--- src/rtl/pipe_if_stage_if.sv ---
// Bundle of the fetch stage's control, instruction-memory and IF/ID signals.
// The master modport is the fetch stage; the slave modport is its surroundings.
interface pipe_if_stage_if;
  logic        stall_i;
  logic        redirect_i;
  logic [31:0] redirect_pc_i;
  logic        imem_req_o;
  logic [31:0] imem_addr_o;
  logic [31:0] imem_rdata_i;
  logic        valid_IF;
  logic [31:0] inst_IF;
  logic [31:0] npc_IF;

  modport master (
    input  stall_i, redirect_i, redirect_pc_i, imem_rdata_i,
    output imem_req_o, imem_addr_o, valid_IF, inst_IF, npc_IF
  );

  modport slave (
    output stall_i, redirect_i, redirect_pc_i, imem_rdata_i,
    input  imem_req_o, imem_addr_o, valid_IF, inst_IF, npc_IF
  );
endinterface

--- src/rtl/pipe_if_stage.sv ---
// Instruction-fetch stage: PC, synchronous ROM requests and a small prefetch FIFO.
// Define PIPE_IF_BYPASS_EN to forward a returning word straight to the outputs when the FIFO is empty.
module pipe_if_stage #(
  parameter logic [31:0] RESET_PC   = 32'h0000_0000,
  parameter int          FBUF_DEPTH = 2
) (
  input  logic            clk,
  input  logic            rst_n,
  pipe_if_stage_if.master bus
);

  localparam int PTR_W = (FBUF_DEPTH > 1) ? $clog2(FBUF_DEPTH) : 1;
  localparam int CNT_W = $clog2(FBUF_DEPTH + 1);
  localparam logic [CNT_W:0]   DEPTH_W  = (CNT_W + 1)'(FBUF_DEPTH);
  localparam logic [PTR_W-1:0] LAST_PTR = PTR_W'(FBUF_DEPTH - 1);

  logic [31:0]      pc_q, pc_d;
  logic [31:0]      tag_q, tag_d;
  logic             inflight_q, inflight_d;
  logic [CNT_W-1:0] cnt_q, cnt_d;
  logic [PTR_W-1:0] rd_ptr_q, rd_ptr_d;
  logic [PTR_W-1:0] wr_ptr_q, wr_ptr_d;
  logic [31:0]      inst_mem_q [FBUF_DEPTH];
  logic [31:0]      inst_mem_d [FBUF_DEPTH];
  logic [31:0]      npc_mem_q  [FBUF_DEPTH];
  logic [31:0]      npc_mem_d  [FBUF_DEPTH];

  logic             head_valid;
  logic             bypass;
  logic             out_valid;
  logic [31:0]      out_inst;
  logic [31:0]      out_npc;
  logic             pop;
  logic             fifo_pop;
  logic             push;
  logic             issue;
  logic [CNT_W:0]   occupancy;

  function automatic logic [PTR_W-1:0] next_ptr(input logic [PTR_W-1:0] p);
    return (p == LAST_PTR) ? '0 : p + PTR_W'(1);
  endfunction

  always_comb begin
    head_valid = (cnt_q != '0);
`ifdef PIPE_IF_BYPASS_EN
    bypass = !head_valid && inflight_q && !bus.redirect_i;
`else
    bypass = 1'b0;
`endif
    out_valid = head_valid | bypass;
    out_inst  = '0;
    out_npc   = '0;
    if (head_valid) begin
      out_inst = inst_mem_q[rd_ptr_q];
      out_npc  = npc_mem_q[rd_ptr_q];
    end else if (bypass) begin
      out_inst = bus.imem_rdata_i;
      out_npc  = tag_q;
    end

    pop      = out_valid && !bus.stall_i && !bus.redirect_i;
    fifo_pop = pop && head_valid;
    // A bypassed word that is consumed this cycle never enters the FIFO.
    push      = inflight_q && !bus.redirect_i && !(bypass && pop);
    occupancy = (CNT_W + 1)'(cnt_q) + (CNT_W + 1)'(inflight_q) - (CNT_W + 1)'(pop);
    // Requests are suppressed while reset is asserted so the ROM sees no strobe.
    issue     = rst_n && (bus.redirect_i || (occupancy < DEPTH_W));
  end

  always_comb begin
    pc_d       = pc_q;
    tag_d      = tag_q;
    inflight_d = inflight_q;
    cnt_d      = cnt_q;
    rd_ptr_d   = rd_ptr_q;
    wr_ptr_d   = wr_ptr_q;
    inst_mem_d = inst_mem_q;
    npc_mem_d  = npc_mem_q;

    if (bus.redirect_i) begin
      pc_d       = bus.redirect_pc_i + 32'd4;
      tag_d      = bus.redirect_pc_i + 32'd4;
      inflight_d = 1'b1;
      cnt_d      = '0;
      rd_ptr_d   = '0;
      wr_ptr_d   = '0;
    end else begin
      if (push) begin
        inst_mem_d[wr_ptr_q] = bus.imem_rdata_i;
        npc_mem_d[wr_ptr_q]  = tag_q;
        wr_ptr_d             = next_ptr(wr_ptr_q);
      end
      if (fifo_pop) begin
        rd_ptr_d = next_ptr(rd_ptr_q);
      end
      cnt_d = cnt_q + CNT_W'(push) - CNT_W'(fifo_pop);
      if (issue) begin
        pc_d       = pc_q + 32'd4;
        tag_d      = pc_q + 32'd4;
        inflight_d = 1'b1;
      end else begin
        inflight_d = 1'b0;
      end
    end
  end

  always_ff @(posedge clk or negedge rst_n) begin
    if (!rst_n) begin
      pc_q       <= RESET_PC;
      tag_q      <= '0;
      inflight_q <= 1'b0;
      cnt_q      <= '0;
      rd_ptr_q   <= '0;
      wr_ptr_q   <= '0;
      for (int i = 0; i < FBUF_DEPTH; i++) begin
        inst_mem_q[i] <= '0;
        npc_mem_q[i]  <= '0;
      end
    end else begin
      pc_q       <= pc_d;
      tag_q      <= tag_d;
      inflight_q <= inflight_d;
      cnt_q      <= cnt_d;
      rd_ptr_q   <= rd_ptr_d;
      wr_ptr_q   <= wr_ptr_d;
      inst_mem_q <= inst_mem_d;
      npc_mem_q  <= npc_mem_d;
    end
  end

  assign bus.imem_req_o  = issue;
  assign bus.imem_addr_o = bus.redirect_i ? bus.redirect_pc_i : pc_q;
  assign bus.valid_IF    = out_valid;
  assign bus.inst_IF     = out_inst;
  assign bus.npc_IF      = out_npc;

endmodule

--- src/flat_wrapper.sv ---
// flat-port wrapper written by rule: the top's interface ports become plain ports
module pipe_if_stage_flat 
#(
  parameter logic [31:0] RESET_PC   = 32'h0000_0000,
  parameter int          FBUF_DEPTH = 2
)
  (clk, rst_n, bus_stall_i, bus_redirect_i, bus_redirect_pc_i, bus_imem_rdata_i, bus_imem_req_o, bus_imem_addr_o, bus_valid_IF, bus_inst_IF, bus_npc_IF);
  pipe_if_stage_if bus_i ();
  input  logic clk;
  input  logic rst_n;
  input wire logic [$bits(bus_i.stall_i)-1:0] bus_stall_i;
  input wire logic [$bits(bus_i.redirect_i)-1:0] bus_redirect_i;
  input wire logic [$bits(bus_i.redirect_pc_i)-1:0] bus_redirect_pc_i;
  input wire logic [$bits(bus_i.imem_rdata_i)-1:0] bus_imem_rdata_i;
  output wire logic [$bits(bus_i.imem_req_o)-1:0] bus_imem_req_o;
  output wire logic [$bits(bus_i.imem_addr_o)-1:0] bus_imem_addr_o;
  output wire logic [$bits(bus_i.valid_IF)-1:0] bus_valid_IF;
  output wire logic [$bits(bus_i.inst_IF)-1:0] bus_inst_IF;
  output wire logic [$bits(bus_i.npc_IF)-1:0] bus_npc_IF;
  assign bus_i.stall_i = bus_stall_i;
  assign bus_i.redirect_i = bus_redirect_i;
  assign bus_i.redirect_pc_i = bus_redirect_pc_i;
  assign bus_i.imem_rdata_i = bus_imem_rdata_i;
  assign bus_imem_req_o = bus_i.imem_req_o;
  assign bus_imem_addr_o = bus_i.imem_addr_o;
  assign bus_valid_IF = bus_i.valid_IF;
  assign bus_inst_IF = bus_i.inst_IF;
  assign bus_npc_IF = bus_i.npc_IF;
  pipe_if_stage #(.RESET_PC(RESET_PC), .FBUF_DEPTH(FBUF_DEPTH)) u_core (.clk(clk), .rst_n(rst_n), .bus(bus_i));
endmodule
--- config.mk ---
export PLATFORM = sky130hd
export DESIGN_NAME = pipe_if_stage_flat
export DESIGN_NICKNAME = d
export VERILOG_FILES = /design/src/rtl/pipe_if_stage_if.sv /design/src/rtl/pipe_if_stage.sv /design/src/flat_wrapper.sv
export SDC_FILE = /design/constraint.sdc
export NUM_CORES = 1
export LEC_CHECK = 0
export ABC_AREA = 1
export CAP_MARGIN = 30
export CORE_MARGIN = 4
export CORE_UTILIZATION = 37
export DETAILED_ROUTE_END_ITERATION = 10
export PLACE_DENSITY = 0.63
export SETUP_SLACK_MARGIN = 0.5
export SLEW_MARGIN = 40
export SYNTH_ARGS = -nofsm -noshare
export SYNTH_HDL_FRONTEND = slang
export SYNTH_SLANG_ARGS = --single-unit
export TNS_END_PERCENT = 5
--- constraint.sdc ---
create_clock -name clk -period 5.05 [get_ports clk]
set_clock_uncertainty 0.15 [all_clocks]
set_input_delay 0.505 -clock clk [delete_from_list [all_inputs] [get_ports clk]]
set_output_delay 0.505 -clock clk [all_outputs]
set_load 0.005 [all_outputs]
# Word-level counts from Yosys, hierarchy flattened
# Index checks and enable logic that the tools add are counted.
dict set report word_totals {
  register_bits 165
  in_bits 68
  elab_cells 62
}
dict set report classes {
  addsub 8
  magnitude_cmp 4
  n_mux 24
  n_bitwise 3
  reduce_logical 14
}
# operator count
set op_table {}
lappend op_table {{2-to-1 mux 32 bit} 12}
lappend op_table {{bitwise mux 64 bit} 2}
lappend op_table {{adder 32 x 3 -> 32 bit (second input constant)} 2}
lappend op_table {{demux 32 bit (select 1 bit)} 1}
lappend op_table {{2-to-1 mux 1 bit} 8}
lappend op_table {{nonzero test 2 bit} 4}
lappend op_table {{logical AND 1 bit} 6}
lappend op_table {{>= comparator 2 bit (second input constant)} 2}
lappend op_table {{NOT 1 -> 2 bit} 2}
lappend op_table {{adder 2 x 1 -> 3 bit} 1}
lappend op_table {{less-than comparator 3 x 2 -> 1 bit (second input constant)} 1}
lappend op_table {{subtractor 3 x 1 -> 3 bit} 1}
lappend op_table {{adder 1 bit (second input constant)} 2}
lappend op_table {{adder 2 x 1 -> 2 bit} 1}
lappend op_table {{logical NOT 1 bit} 2}
lappend op_table {{less-than comparator 2 x 1 -> 1 bit (second input constant)} 1}
lappend op_table {{2-to-1 mux 2 bit} 1}
lappend op_table {{AND reduction 2 bit} 1}
lappend op_table {{subtractor 2 x 1 -> 2 bit} 1}
lappend op_table {{logical OR 1 bit} 1}
lappend op_table {{NOT 1 bit} 1}

# Logic depth before layout (Yosys ltp)
# Gate-level depths: netlist of the first run.
dict set report depth {
  ltp_word 9
  mapped_depth 17
  mapped_depth_nobuf 12
}

# Least setup slack after synthesis of the first run
# Ideal clock, no wire load.
dict set report synth_timing {
  path_type {input -> register}
  from {input port bus_redirect_i}
  to {register u_core.tag_q[11]}
  setup_time_ns 0.126
  arrival_ns 3.139
  required_time_ns 4.774
  slack_ns 1.635
  stages 16
  path_cell_list {buf_6 buf_6 buf_6 clkbuf_1 nor3_1 ha_1 or2_2 fa_1 xnor2_1 nand2_1 a21boi_1 nor2_2 inv_2 buf_2 buf_2 o22ai_1}
}
dict set report synth_between {
  elab_chain_cells 7
  word_cells_on_any_way 8
  classes_between {add/sub: 1; order compare: 1; mux: 1; reduce/logical: 5}
}
# element line_no
set synth_lines {}
lappend synth_lines {{from (decl)} flat_wrapper.sv:12} ;# input wire logic [$bits(bus_i.redirect_i)-1:0] bus_redirect_i;
lappend synth_lines {{logical NOT 1 bit} pipe_if_stage.sv:61} ;# pop = out_valid && !bus.stall_i && !bus.redirect_i;
lappend synth_lines {{logical AND 1 bit} pipe_if_stage.sv:61}
lappend synth_lines {{subtractor 3 x 1 -> 3 bit} pipe_if_stage.sv:65} ;# occupancy = (CNT_W + 1)'(cnt_q) + (CNT_W + 1)'(inflight_q) - (CNT_W + 1)'(pop);
lappend synth_lines {{less-than comparator 3 x 2 -> 1 bit} pipe_if_stage.sv:67} ;# issue = rst_n && (bus.redirect_i || (occupancy < DEPTH_W));
lappend synth_lines {{logical OR 1 bit *} pipe_if_stage.sv:67}
lappend synth_lines {{logical AND 1 bit *} pipe_if_stage.sv:67}
lappend synth_lines {{named net bus_imem_req_o} flat_wrapper.sv:15} ;# output wire logic [$bits(bus_i.imem_req_o)-1:0] bus_imem_req_o;
lappend synth_lines {{nonzero test 2 bit (no line) *} --}
lappend synth_lines {{to (signal assigned)} pipe_if_stage.sv:121} ;# tag_q <= tag_d;
lappend synth_lines {{to (decl)} pipe_if_stage.sv:18} ;# logic [31:0] tag_q, tag_d;
# The timed path passes the listed nets; every way through them passes the cells marked *.
# A chain may end at the register's enable or synchronous reset.

# Worst setup path in the final report of the first run
dict set report layout_timing {
  from {input port bus_stall_i}
  to {output port bus_imem_req_o}
}
dict set report layout_between {
  elab_chain_cells 7
}
# element line_no
set layout_lines {}
lappend layout_lines {{from (decl)} flat_wrapper.sv:11} ;# input wire logic [$bits(bus_i.stall_i)-1:0] bus_stall_i;
lappend layout_lines {{logical NOT 1 bit} pipe_if_stage.sv:61}
lappend layout_lines {{logical AND 1 bit (2 in series)} pipe_if_stage.sv:61}
lappend layout_lines {{subtractor 3 x 1 -> 3 bit} pipe_if_stage.sv:65}
lappend layout_lines {{less-than comparator 3 x 2 -> 1 bit} pipe_if_stage.sv:67}
lappend layout_lines {{logical OR 1 bit} pipe_if_stage.sv:67}
lappend layout_lines {{logical AND 1 bit} pipe_if_stage.sv:67}
lappend layout_lines {{to (decl)} flat_wrapper.sv:15}
# No other way between the ends.

==> results of run 1 <==
==> synth_stat cells (2+ instances only) <==
cell / instances
sky130_fd_sc_hd__o21ai_1: 5
sky130_fd_sc_hd__nor3_1: 2
sky130_fd_sc_hd__o21ai_0: 143
sky130_fd_sc_hd__o21ai_2: 9
sky130_fd_sc_hd__inv_2: 4
sky130_fd_sc_hd__xor2_1: 4
sky130_fd_sc_hd__o21bai_1: 2
sky130_fd_sc_hd__o22ai_1: 3
sky130_fd_sc_hd__nor2_1: 38
sky130_fd_sc_hd__nor2_4: 3
sky130_fd_sc_hd__buf_6: 5
sky130_fd_sc_hd__o21a_1: 2
sky130_fd_sc_hd__buf_1: 8
sky130_fd_sc_hd__or2_2: 2
sky130_fd_sc_hd__nand2_1: 442
sky130_fd_sc_hd__nand2_2: 10
sky130_fd_sc_hd__nor2_2: 9
sky130_fd_sc_hd__clkbuf_1: 45
sky130_fd_sc_hd__dfrtp_1: 165
sky130_fd_sc_hd__inv_1: 92
sky130_fd_sc_hd__xnor2_1: 5
sky130_fd_sc_hd__a21oi_1: 66
sky130_fd_sc_hd__nand3_1: 31
sky130_fd_sc_hd__buf_2: 4
sky130_fd_sc_hd__ha_1: 4
==> final cells by class <==
type | instances | area [um2]
Clock buffer | 18 | 429
Clock inverter | 14 | 126
Fill cell | 2208 | 11200
Inverter | 96 | 360
Multi-Input combinational cell | 785 | 3540
Sequential cell | 165 | 4130
Tap cell | 280 | 350
Timing Repair Buffer | 175 | 1730
==> worst max-delay path, stage by stage <==
cell	delay [ns]
sky130_fd_sc_hd__clkdlybuf4s50_1	0.51
sky130_fd_sc_hd__nor3_1	0.25
sky130_fd_sc_hd__ha_1	0.26
sky130_fd_sc_hd__or2_2	0.30
sky130_fd_sc_hd__fa_1	0.38
sky130_fd_sc_hd__xnor2_1	0.15
sky130_fd_sc_hd__nand2_1	0.07
sky130_fd_sc_hd__a21boi_1	0.28
sky130_fd_sc_hd__clkdlybuf4s50_1	0.61
==> power by group <==
part | internal (W) | switching (W)
Sequential | 0.00185 | 0.000287
Combinational | 0.000847 | 0.00106
Clock | 0.000685 | 0.000547
==> layer usage <==
layer | global-route usage (%) | up-vias
met1 | 27.2 | 3399
met5 | 0 | -
met3 | 3.55 | 16
met2 | 27.4 | 204
met4 | 4.47 | 0
li1 | - | 3751
==> per-stage QoR <==
stage	utilization [%]	setup slack (ns)	cell area, um2	cells
5_1_grt	48.7	0.903	10700	1533
6_report	48.7	1.08	10700	1533
3_3_place_gp	46.1	0.790	10100	1500
3_5_place_dp	46.2	1.07	10100	1500
2_1_floorplan	-	1.64	8270	1108
4_1_cts	48.7	1.08	10700	1533
==> path summary, 6_finish.rpt <==
check	startpoint	to	depth (start not counted)
max reg2reg	u_core.cnt_q[1]	u_core.tag_q[17]	12
max in group asynchronous	rst_n	u_core.tag_q[0]	4
min reg2reg	u_core.tag_q[26]	u_core.tag_q[26]	2
min in group asynchronous	rst_n	u_core.npc_mem_q[62]	2
max	bus_stall_i	bus_imem_req_o	9
min	u_core.tag_q[26]	u_core.tag_q[26]	2
==> cell families after synthesis <==
group | Yosys count | share of synthesized area (%)
simple gates | 539 | 25.9
xor+xnor | 9 | 0.953
flops | 165 | 49.9
fa+ha+maj | 5 | 0.847
buf+inv | 158 | 7.68
compound gates | 232 | 14.7
==> registers in the layout, summed over array words and instances, names as in the netlist <==
register,count
u_core.wr_ptr_q,1
u_core.npc_mem_q,64
u_core.cnt_q,2
u_core.tag_q,32
u_core.inflight_q,1
u_core.inst_mem_q,64
u_core.rd_ptr_q,1
==> flow_metrics.py, run 1 <==
metrics = {
    "setup_path": {
        "rrSetupSlack_ns": 1.63,
        "worst-endpoint-arrival_ns": 3.32,
        "start_kind": "input port",
        "worstSetupEndpointType": "output pin",
        "critical_path_required_ns": 4.39,
        "crit_type": "in2out",
        "timing.critical_path.fanout_max": 2,
    },
    "timing": {
        "timing_max_transition_violations_final": 0,
        "setup_viol_count_final": 0,
        "finalWorstPathRequiredPeriod_ns": 3.97,
        "final_hold_viol_count": 0,
        "rsz_0062_raised_after_global_routing": "no",
        "post-route-period-util_pct": 78.7,
        "worstMarginPinSlew_ns": 0.793,
        "timing.setup.tns_ns": 0,
        "timing.hold.ws_ns": 0.329,
        "slew_headroom_pct": 47.1,
        "max_freq_ghz": 0.252,
    },
    "clock_tree": {
        "cts_htree_levels": 4,
        "clockRootBuffer": "sky130_fd_sc_hd__clkbuf_16",
        "cts_tree": "yes",
        "cts.clk_slew.worst_paths_ns": 0.07,
        "clk_latency_ns": 0.43,
        "cts.repair.resized": 0,
        "clockBufferDepth": 2,
        "tritoncts.num_buffers": 17,
        "cts_hold_buf": 1,
        "post_cts_setup_buffer_count": 0,
        "cts_num_sinks": 165,
    },
    "route": {
        "routedWlPerCell_um": 14.4,
        "routed-wl-met3_mm": 1.22,
        "wirelength_mm": 22.0,
        "ant_nets": 0,
        "highest_layer": "met4",
        "viasPerCell": 4.81,
        "route.layer.met1.wl_mm": 10.7,
        "vias": 7370,
        "drt_drc_violations_left": 0,
        "wl_met2_mm": 9.86,
        "drt_pass1_iterations": 6,
        "drt_first_iter_violations": 457,
    },
    "global_route": {
        "antenna_violations_before_repair": 0,
        "grt-ovfl-total": 0,
        "largest_net_degree_at_the_start_of_global_routing": 122,
        "first_global_vias": 6892,
        "grt.total_usage_pct": 18.2,
        "grt_first_pass_wirelength_mm": 36.3,
    },
    "final_layout": {
        "syn2layout_area_growth_pct": 29.0,
        "num_antenna_cells": 0,
        "finalNetCount": 1313,
        "mostFrequentLayoutCell": "sky130_fd_sc_hd__nand2_1",
        "most-common-layout-cells": "sky130_fd_sc_hd__nand2_1 (440), sky130_fd_sc_hd__dfrtp_1 (164), sky130_fd_sc_hd__clkdlybuf4s50_1 (163)",
        "drive_gt1_share_pct": 6.62,
    },
    "run": {
        "timing.max_cap.violations": 0,
    },
    "synthesis": {
        "synth.net_count": 1181,
        "synth_largest_type_area_fraction_pct": 49.9,
        "synthesis.yosys.warnings": 0,
        "netlist_area_mm2": 0.00827,
        "synth_cells": 1108,
        "netlist_top_cells_area": "sky130_fd_sc_hd__dfrtp_1 (50%), sky130_fd_sc_hd__nand2_1 (20%), sky130_fd_sc_hd__o21ai_0 (8.7%)",
        "yosysTopAreaCell": "sky130_fd_sc_hd__dfrtp_1",
        "syn_avg_cell_area_um2": 7.47,
        "synth_sequential_area_ratio_pct": 49.9,
        "postSynthRegisterBits": 165,
        "synth.distinct_cells": 30,
        "synth_top_flop_cell": "sky130_fd_sc_hd__dfrtp_1",
        "synth-edff-count": 0,
        "synth-async-reset-ratio_pct": 100,
    },
    "floorplanning": {
        "initial_core_utilization_pct": 37.8,
        "fp.dieH_um": 158,
        "die_width_um": 158,
        "row_count": 54,
        "io-pin-count": 166,
        "floorplan.die_area_mm2": 0.0248,
        "design.core.area_mm2": 0.0219,
    },
    "pwr": {
        "worst_ir_drop_vdd_mv": 0.211,
        "power_density_mw_per_mm2": 495,
        "report.power.total_w": 0.00528,
        "p_leak_nw": 4.90,
    },
    "worst_hold_path": {
        "worst_hold_path_type": "reg2reg",
    },
    "placement": {
        "post-dp-hpwl_mm": 14.6,
        "finalWeightedCongestion": 0.840,
        "port_buffers": 165,
    },
    "outcome": {
        "outcome": "complete, no violations",
    },
}
(Power assumes the default switching activity.)
==> run 2, diff against run 1 <==
--- a/config.mk
+++ b/config.mk
@@ -10,7 +10,7 @@
 export CORE_MARGIN = 4
 export CORE_UTILIZATION = 37
 export DETAILED_ROUTE_END_ITERATION = 10
-export PLACE_DENSITY = 0.63
+export PLACE_DENSITY = 0.65
 export SETUP_SLACK_MARGIN = 0.5
 export SLEW_MARGIN = 40
 export SYNTH_ARGS = -nofsm -noshare
==> constraint.sdc (replaced) <==
create_clock -name clk -period 3.5 [get_ports clk]
set_clock_uncertainty 0.15 [all_clocks]
set_input_delay 0.35 -clock clk [delete_from_list [all_inputs] [get_ports clk]]
set_output_delay 0.35 -clock clk [all_outputs]
set_load 0.005 [all_outputs]
==> run 2 against run 1 <==
Sequential cell count unchanged. Global-route usage up 0.16 points. Die area unchanged. Clock power up 52%. Largest cell class unchanged. Setup slack worse by 0.54 ns. Register-to-register slack worse by 0.96 ns.
==> flow_metrics.py, run 2 (synthesized netlist as in run 1, its figures left out) <==
metrics = {
    "worst_hold_path": {
        "worst_hold_path_type": "in2async",
    },
    "pwr": {
        "worst_ir_drop_vdd_mv": 0.523,
        "report.power.total_w": 0.00779,
        "power_density_mw_per_mm2": 723,
        "p_leak_nw": 4.96,
    },
    "global_route": {
        "antenna_violations_before_repair": 1,
        "grt.total_usage_pct": 18.4,
        "grt_first_pass_wirelength_mm": 36.8,
        "grt-ovfl-total": 0,
        "largest_net_degree_at_the_start_of_global_routing": 70,
        "first_global_vias": 7225,
    },
    "placement": {
        "place.detailed.instances": 1504,
        "port_buffers": 165,
        "post-dp-hpwl_mm": 14.9,
        "finalWeightedCongestion": 0.871,
    },
    "run": {
        "timing.max_cap.violations": 0,
    },
    "timing": {
        "slew_headroom_pct": 47.9,
        "setup_viol_count_final": 0,
        "post-route-period-util_pct": 84.7,
        "timing_max_transition_violations_final": 0,
        "timing.setup.tns_ns": 0,
        "rsz_0062_raised_after_global_routing": "yes",
        "worstMarginPinSlew_ns": 0.781,
        "finalWorstPathRequiredPeriod_ns": 2.96,
        "final_hold_viol_count": 0,
        "max_freq_ghz": 0.337,
    },
    "route": {
        "drt_first_iter_violations": 508,
        "drt_pass1_iterations": 5,
        "viasPerCell": 4.85,
        "drt_drc_violations_left": 0,
        "vias": 7455,
        "routedWlPerCell_um": 14.5,
        "ant_nets": 0,
        "wirelength_mm": 22.3,
    },
    "final_layout": {
        "reg_top3": "u_core.inst_mem_q (64), u_core.npc_mem_q (64), u_core.tag_q (32)",
        "most-common-layout-cells": "sky130_fd_sc_hd__nand2_1 (439), sky130_fd_sc_hd__dfrtp_1 (163), sky130_fd_sc_hd__clkdlybuf4s50_1 (162)",
        "mostFrequentLayoutCell": "sky130_fd_sc_hd__nand2_1",
        "instances_no_fill": 1538,
        "num_antenna_cells": 0,
        "finalNetCount": 1319,
        "postLayoutCoreUtil_pct": 49.3,
        "syn2layout_area_growth_pct": 30.3,
        "fill_cells": 2174,
        "drive_gt1_share_pct": 7.55,
    },
    "setup_path": {
        "start_kind": "register",
        "worstSetupEndpointType": "output pin",
        "critical_path_required_ns": 3.00,
        "worst-endpoint-arrival_ns": 2.46,
        "crit_type": "reg2out",
        "timing.critical_path.fanout_max": 2,
    },
    "floorplanning": {
        "design.core.area_mm2": 0.0219,
        "die_width_um": 158,
        "fp.dieH_um": 158,
        "io-pin-count": 166,
        "row_count": 54,
        "floorplan.die_area_mm2": 0.0248,
        "initial_core_utilization_pct": 37.8,
    },
    "clock_tree": {
        "clk_latency_ns": 0.41,
        "clockRootBuffer": "sky130_fd_sc_hd__clkbuf_16",
        "clockBufferDepth": 2,
        "cts.clk_slew.worst_paths_ns": 0.06,
        "cts_htree_levels": 4,
        "cts_tree": "yes",
        "cts_num_sinks": 165,
        "tritoncts.num_buffers": 17,
    },
    "outcome": {
        "outcome": "complete, no violations",
    },
}
run 2: changes by cell type in the layout (fill, tap and decap cells not counted), moves of 2 or more:
cell,before,now
sky130_fd_sc_hd__buf_4,8,12
sky130_fd_sc_hd__clkbuf_8,0,3
sky130_fd_sc_hd__clkinv_2,5,1
sky130_fd_sc_hd__clkinvlp_4,1,3
sky130_fd_sc_hd__inv_6,4,2
run 2: area by class of cell:
type	count	area, um2	area share, %
clock buffers	21	470	4.36
clock inverters	10	123	1.14
inverters	96	360	3.34
multi-input cells	785	3560	33.0
flip-flops and latches	165	4130	38.3
well taps	280	350	3.25
repair buffers	181	1790	16.6
run 2: repair_timing:
item | 4_1_cts | 5_1_grt
hold buffers | 1 | 0
setup buffers | 2 | 0
gates resized for setup | 5 | 3
setup endpoints to repair | 1 | 18
pin swaps | 2 | 2
hold endpoints to repair | 37 | 0
run 2: per-stage QoR:
step | hold slack [ns] | area (um2) | setup WS (ns)
after floorplan | -0.0956 | 8310 | 0.528
after global placement | 0.132 | 10100 | 0.167
after detailed placement | 0.135 | 10100 | 0.165
after CTS | 0.276 | 10800 | 0.504
after global routing | 0.323 | 10800 | 0.429
final | 0.271 | 10800 | 0.536
run 2: worst max-delay path: stages (launching register included):
cell and delay, ns:
sky130_fd_sc_hd__dfrtp_1 0.41, sky130_fd_sc_hd__nor2_4 0.13, sky130_fd_sc_hd__nor3_2 0.04, sky130_fd_sc_hd__ha_1 0.28, sky130_fd_sc_hd__or2_4 0.25, sky130_fd_sc_hd__fa_2 0.35
sky130_fd_sc_hd__xnor2_2 0.16, sky130_fd_sc_hd__nand2_2 0.10, sky130_fd_sc_hd__a21boi_4 0.19, sky130_fd_sc_hd__buf_2 0.14
run 2: per-layer routing:
layer	global-route usage [%]	routed length (um)
met1	26.0	10600
met4	5.12	375
met5	0	20
met2	28.5	9990
met3	4.26	1320
run 2: power by group:
group / switching, W / internal [W] / leakage, nW
clock: 0.000760 / 0.00111 / 0.282
combinational: 0.00157 / 0.00126 / 2.61
sequential: 0.000410 / 0.00268 / 2.07
run 2: worst paths after layout:
kind,from,to,slack (ns),cells after the start
max,u_core.cnt_q[0],bus_imem_req_o,0.54,9
min,rst_n,u_core.npc_mem_q[2],0.27,2
max reg2reg,u_core.cnt_q[0],u_core.tag_q[10],0.67,14
min reg2reg,u_core.npc_mem_q[15],u_core.npc_mem_q[15],0.33,2
max in group asynchronous,rst_n,u_core.rd_ptr_q,2.01,3
min in group clk,bus_redirect_i,u_core.wr_ptr_q,0.29,4
==> run 3, diff against run 2 <==
==> constraint.sdc (replaced) <==
create_clock -name clk -period 2.4 [get_ports clk]
set_clock_uncertainty 0.15 [all_clocks]
set_input_delay 0.24 -clock clk [delete_from_list [all_inputs] [get_ports clk]]
set_output_delay 0.24 -clock clk [all_outputs]
set_load 0.005 [all_outputs]
==> run 3 against run 2 <==
The run now ends with negative setup slack left. Largest power group unchanged. Die area is the same. Critical endpoint unchanged. Sequential share of layout area shrank 2.0 points. Register-to-register slack lost 1.0 ns. Worst hold slack lost 0.064 ns. Design area grew 5.6%. Critical path type unchanged. Sequential cell count is the same. Final cell count grew 2.7%. Total power grew 50%. Wire length grew 2.2%.
==> flow_metrics.py, run 3 (synthesized netlist as in run 1, its figures left out) <==
metrics = {
    "timing": {
        "worstMarginPinSlew_ns": 0.806,
        "timing.hold.ws_ns": 0.207,
        "final_hold_viol_count": 0,
        "rsz_0062_raised_after_global_routing": "yes",
        "worst_slack_ns": -0.405,
        "slew_headroom_pct": 46.3,
        "max_freq_ghz": 0.357,
        "post-route-period-util_pct": 117,
        "timing_max_transition_violations_final": 0,
        "setup_viol_count_final": 97,
        "finalWorstPathRequiredPeriod_ns": 2.80,
    },
    "global_route": {
        "largest_net_degree_at_the_start_of_global_routing": 103,
        "antenna_violations_before_repair": 0,
        "first_global_vias": 7191,
        "grt_first_pass_wirelength_mm": 37.4,
        "grt.total_usage_pct": 18.8,
        "grt-ovfl-total": 0,
    },
    "placement": {
        "post-dp-hpwl_mm": 15.4,
        "postPlaceCellArea_mm2": 0.0106,
        "port_buffers": 165,
        "place.detailed.instances": 1540,
        "pre_cts_slack_ns": -0.675,
        "finalWeightedCongestion": 0.872,
    },
    "floorplanning": {
        "floorplan.die_area_mm2": 0.0248,
        "design.core.area_mm2": 0.0219,
        "die_width_um": 158,
        "io-pin-count": 166,
        "initial_core_utilization_pct": 37.8,
        "row_count": 54,
        "fp.dieH_um": 158,
    },
    "clock_tree": {
        "tritoncts.num_buffers": 17,
        "cts_num_sinks": 165,
        "cts_tree": "yes",
        "clockRootBuffer": "sky130_fd_sc_hd__clkbuf_16",
        "cts_htree_levels": 4,
        "clk_latency_ns": 0.42,
        "cts.clk_slew.worst_paths_ns": 0.06,
        "clockBufferDepth": 2,
    },
    "route": {
        "routedWlPerCell_um": 14.4,
        "viasPerCell": 4.81,
        "drt_first_iter_violations": 535,
        "drt_drc_violations_left": 0,
        "drt_pass1_iterations": 5,
        "vias": 7601,
        "ant_nets": 0,
        "wirelength_mm": 22.8,
    },
    "worst_hold_path": {
        "worst_hold_path_type": "in2reg",
    },
    "final_layout": {
        "stdcell_area_mm2": 0.0114,
        "drive_gt1_share_pct": 12.3,
        "finalNetCount": 1360,
        "instances_no_fill": 1580,
        "syn2layout_area_growth_pct": 37.6,
        "num_antenna_cells": 0,
        "most-common-layout-cells": "sky130_fd_sc_hd__nand2_1 (425), sky130_fd_sc_hd__dfrtp_1 (164), sky130_fd_sc_hd__clkdlybuf4s50_1 (142)",
        "mostFrequentLayoutCell": "sky130_fd_sc_hd__nand2_1",
        "reg_top3": "u_core.inst_mem_q (64), u_core.npc_mem_q (64), u_core.tag_q (32)",
    },
    "setup_path": {
        "start_kind": "register",
        "critical_path.top_delay_family": "adder cells",
        "crit_buf_inv": 1,
        "timing.critical_path.fanout_max": 2,
        "worst_path_largest_cell_delay_ns": 0.53,
        "critical_path_required_ns": 2.01,
        "crit_type": "reg2out",
        "cpMaxStageDelayCell": "sky130_fd_sc_hd__fa_2",
        "cp_cell_sequence": "nor2_4 -> nor3_2 -> ha_1 -> or2_4 -> fa_2 -> nand2_2 -> a21boi_4 -> buf_2",
        "worst-endpoint-arrival_ns": 2.41,
        "worstSetupEndpointType": "output pin",
    },
    "run": {
        "timing.max_cap.violations": 0,
    },
    "pwr": {
        "p_leak_nw": 5.34,
        "report.power.total_w": 0.0117,
        "worst_ir_drop_vdd_mv": 0.516,
        "power_density_mw_per_mm2": 1030,
    },
    "outcome": {
        "outcome": "finished, violations left",
        "violations": "negative setup slack",
    },
}
-- run 3: stage by stage --
step,utilization (%),TNS [ns]
floorplan,-,-12.72
global placement,48.2,-18.24
detailed placement,48.2,-18.54
CTS,51.5,-24.15
global route,52.0,-34.21
finish,52.0,-22.90
-- run 3: repair_timing --
action | CTS | global route
resized for setup | 54 | 22
hold endpoints to repair | 165 | 0
cloned | 2 | 0
setup endpoints to repair | 132 | 143
hold buffers | 1 | 0
pin swaps | 6 | 6
setup buffers | 1 | 4
-- run 3: final cells by class --
type / instances / area (um2)
Clock buffer: 22 / 454
Clock inverter: 10 / 130
Fill cell: 2157 / 10500
Inverter: 96 / 365
Multi-Input combinational cell: 785 / 3660
Sequential cell: 165 / 4130
Tap cell: 280 / 350
Timing Repair Buffer: 222 / 2290
-- run 3: metal layers --
metal	wire length (um)	vias up	track usage (%)
met1	11100	3516	27.9
met3	1270	28	3.46
met4	374	0	5.20
met2	10000	211	28.3
li1	-	3846	-
met5	0	-	0
-- run 3: worst reg2reg max path: stages (launching register included) --
cell	delay, ns
sky130_fd_sc_hd__dfrtp_1	0.40
sky130_fd_sc_hd__nor2_4	0.13
sky130_fd_sc_hd__nor3_2	0.04
sky130_fd_sc_hd__ha_1	0.26
sky130_fd_sc_hd__or2_4	0.23
sky130_fd_sc_hd__fa_2	0.35
sky130_fd_sc_hd__xnor2_2	0.14
sky130_fd_sc_hd__nand2_2	0.08
sky130_fd_sc_hd__a21boi_4	0.07
sky130_fd_sc_hd__buf_4	0.14
sky130_fd_sc_hd__nor2_4	0.14
sky130_fd_sc_hd__clkinv_4	0.09
sky130_fd_sc_hd__buf_4	0.15
sky130_fd_sc_hd__buf_16	0.14
sky130_fd_sc_hd__nand2_1	0.06
sky130_fd_sc_hd__o21ai_1	0.05
-- run 3: worst paths after layout --
check                            startpoint                     to  slack (ns)  depth (start not counted)
setup / recovery            u_core.cnt_q[1]         bus_imem_req_o       -0.40                          8
hold / removal               bus_redirect_i        u_core.cnt_q[0]        0.21                          3
setup reg to reg            u_core.cnt_q[1]        u_core.tag_q[9]       -0.33                         15
hold reg to reg            u_core.tag_q[25]       u_core.tag_q[25]        0.33                          2
max in group asynchronous             rst_n        u_core.rd_ptr_q        1.31                          3
min in group asynchronous             rst_n  u_core.inst_mem_q[53]        0.37                          3
-- run 3: power breakdown --
part | internal (W) | total (W) | switching (W)
sequential | 0.00390 | 0.00451 | 0.000608
combinational | 0.00208 | 0.00446 | 0.00238
clock | 0.00166 | 0.00272 | 0.00106
total | 0.00763 | 0.0117 | 0.00405
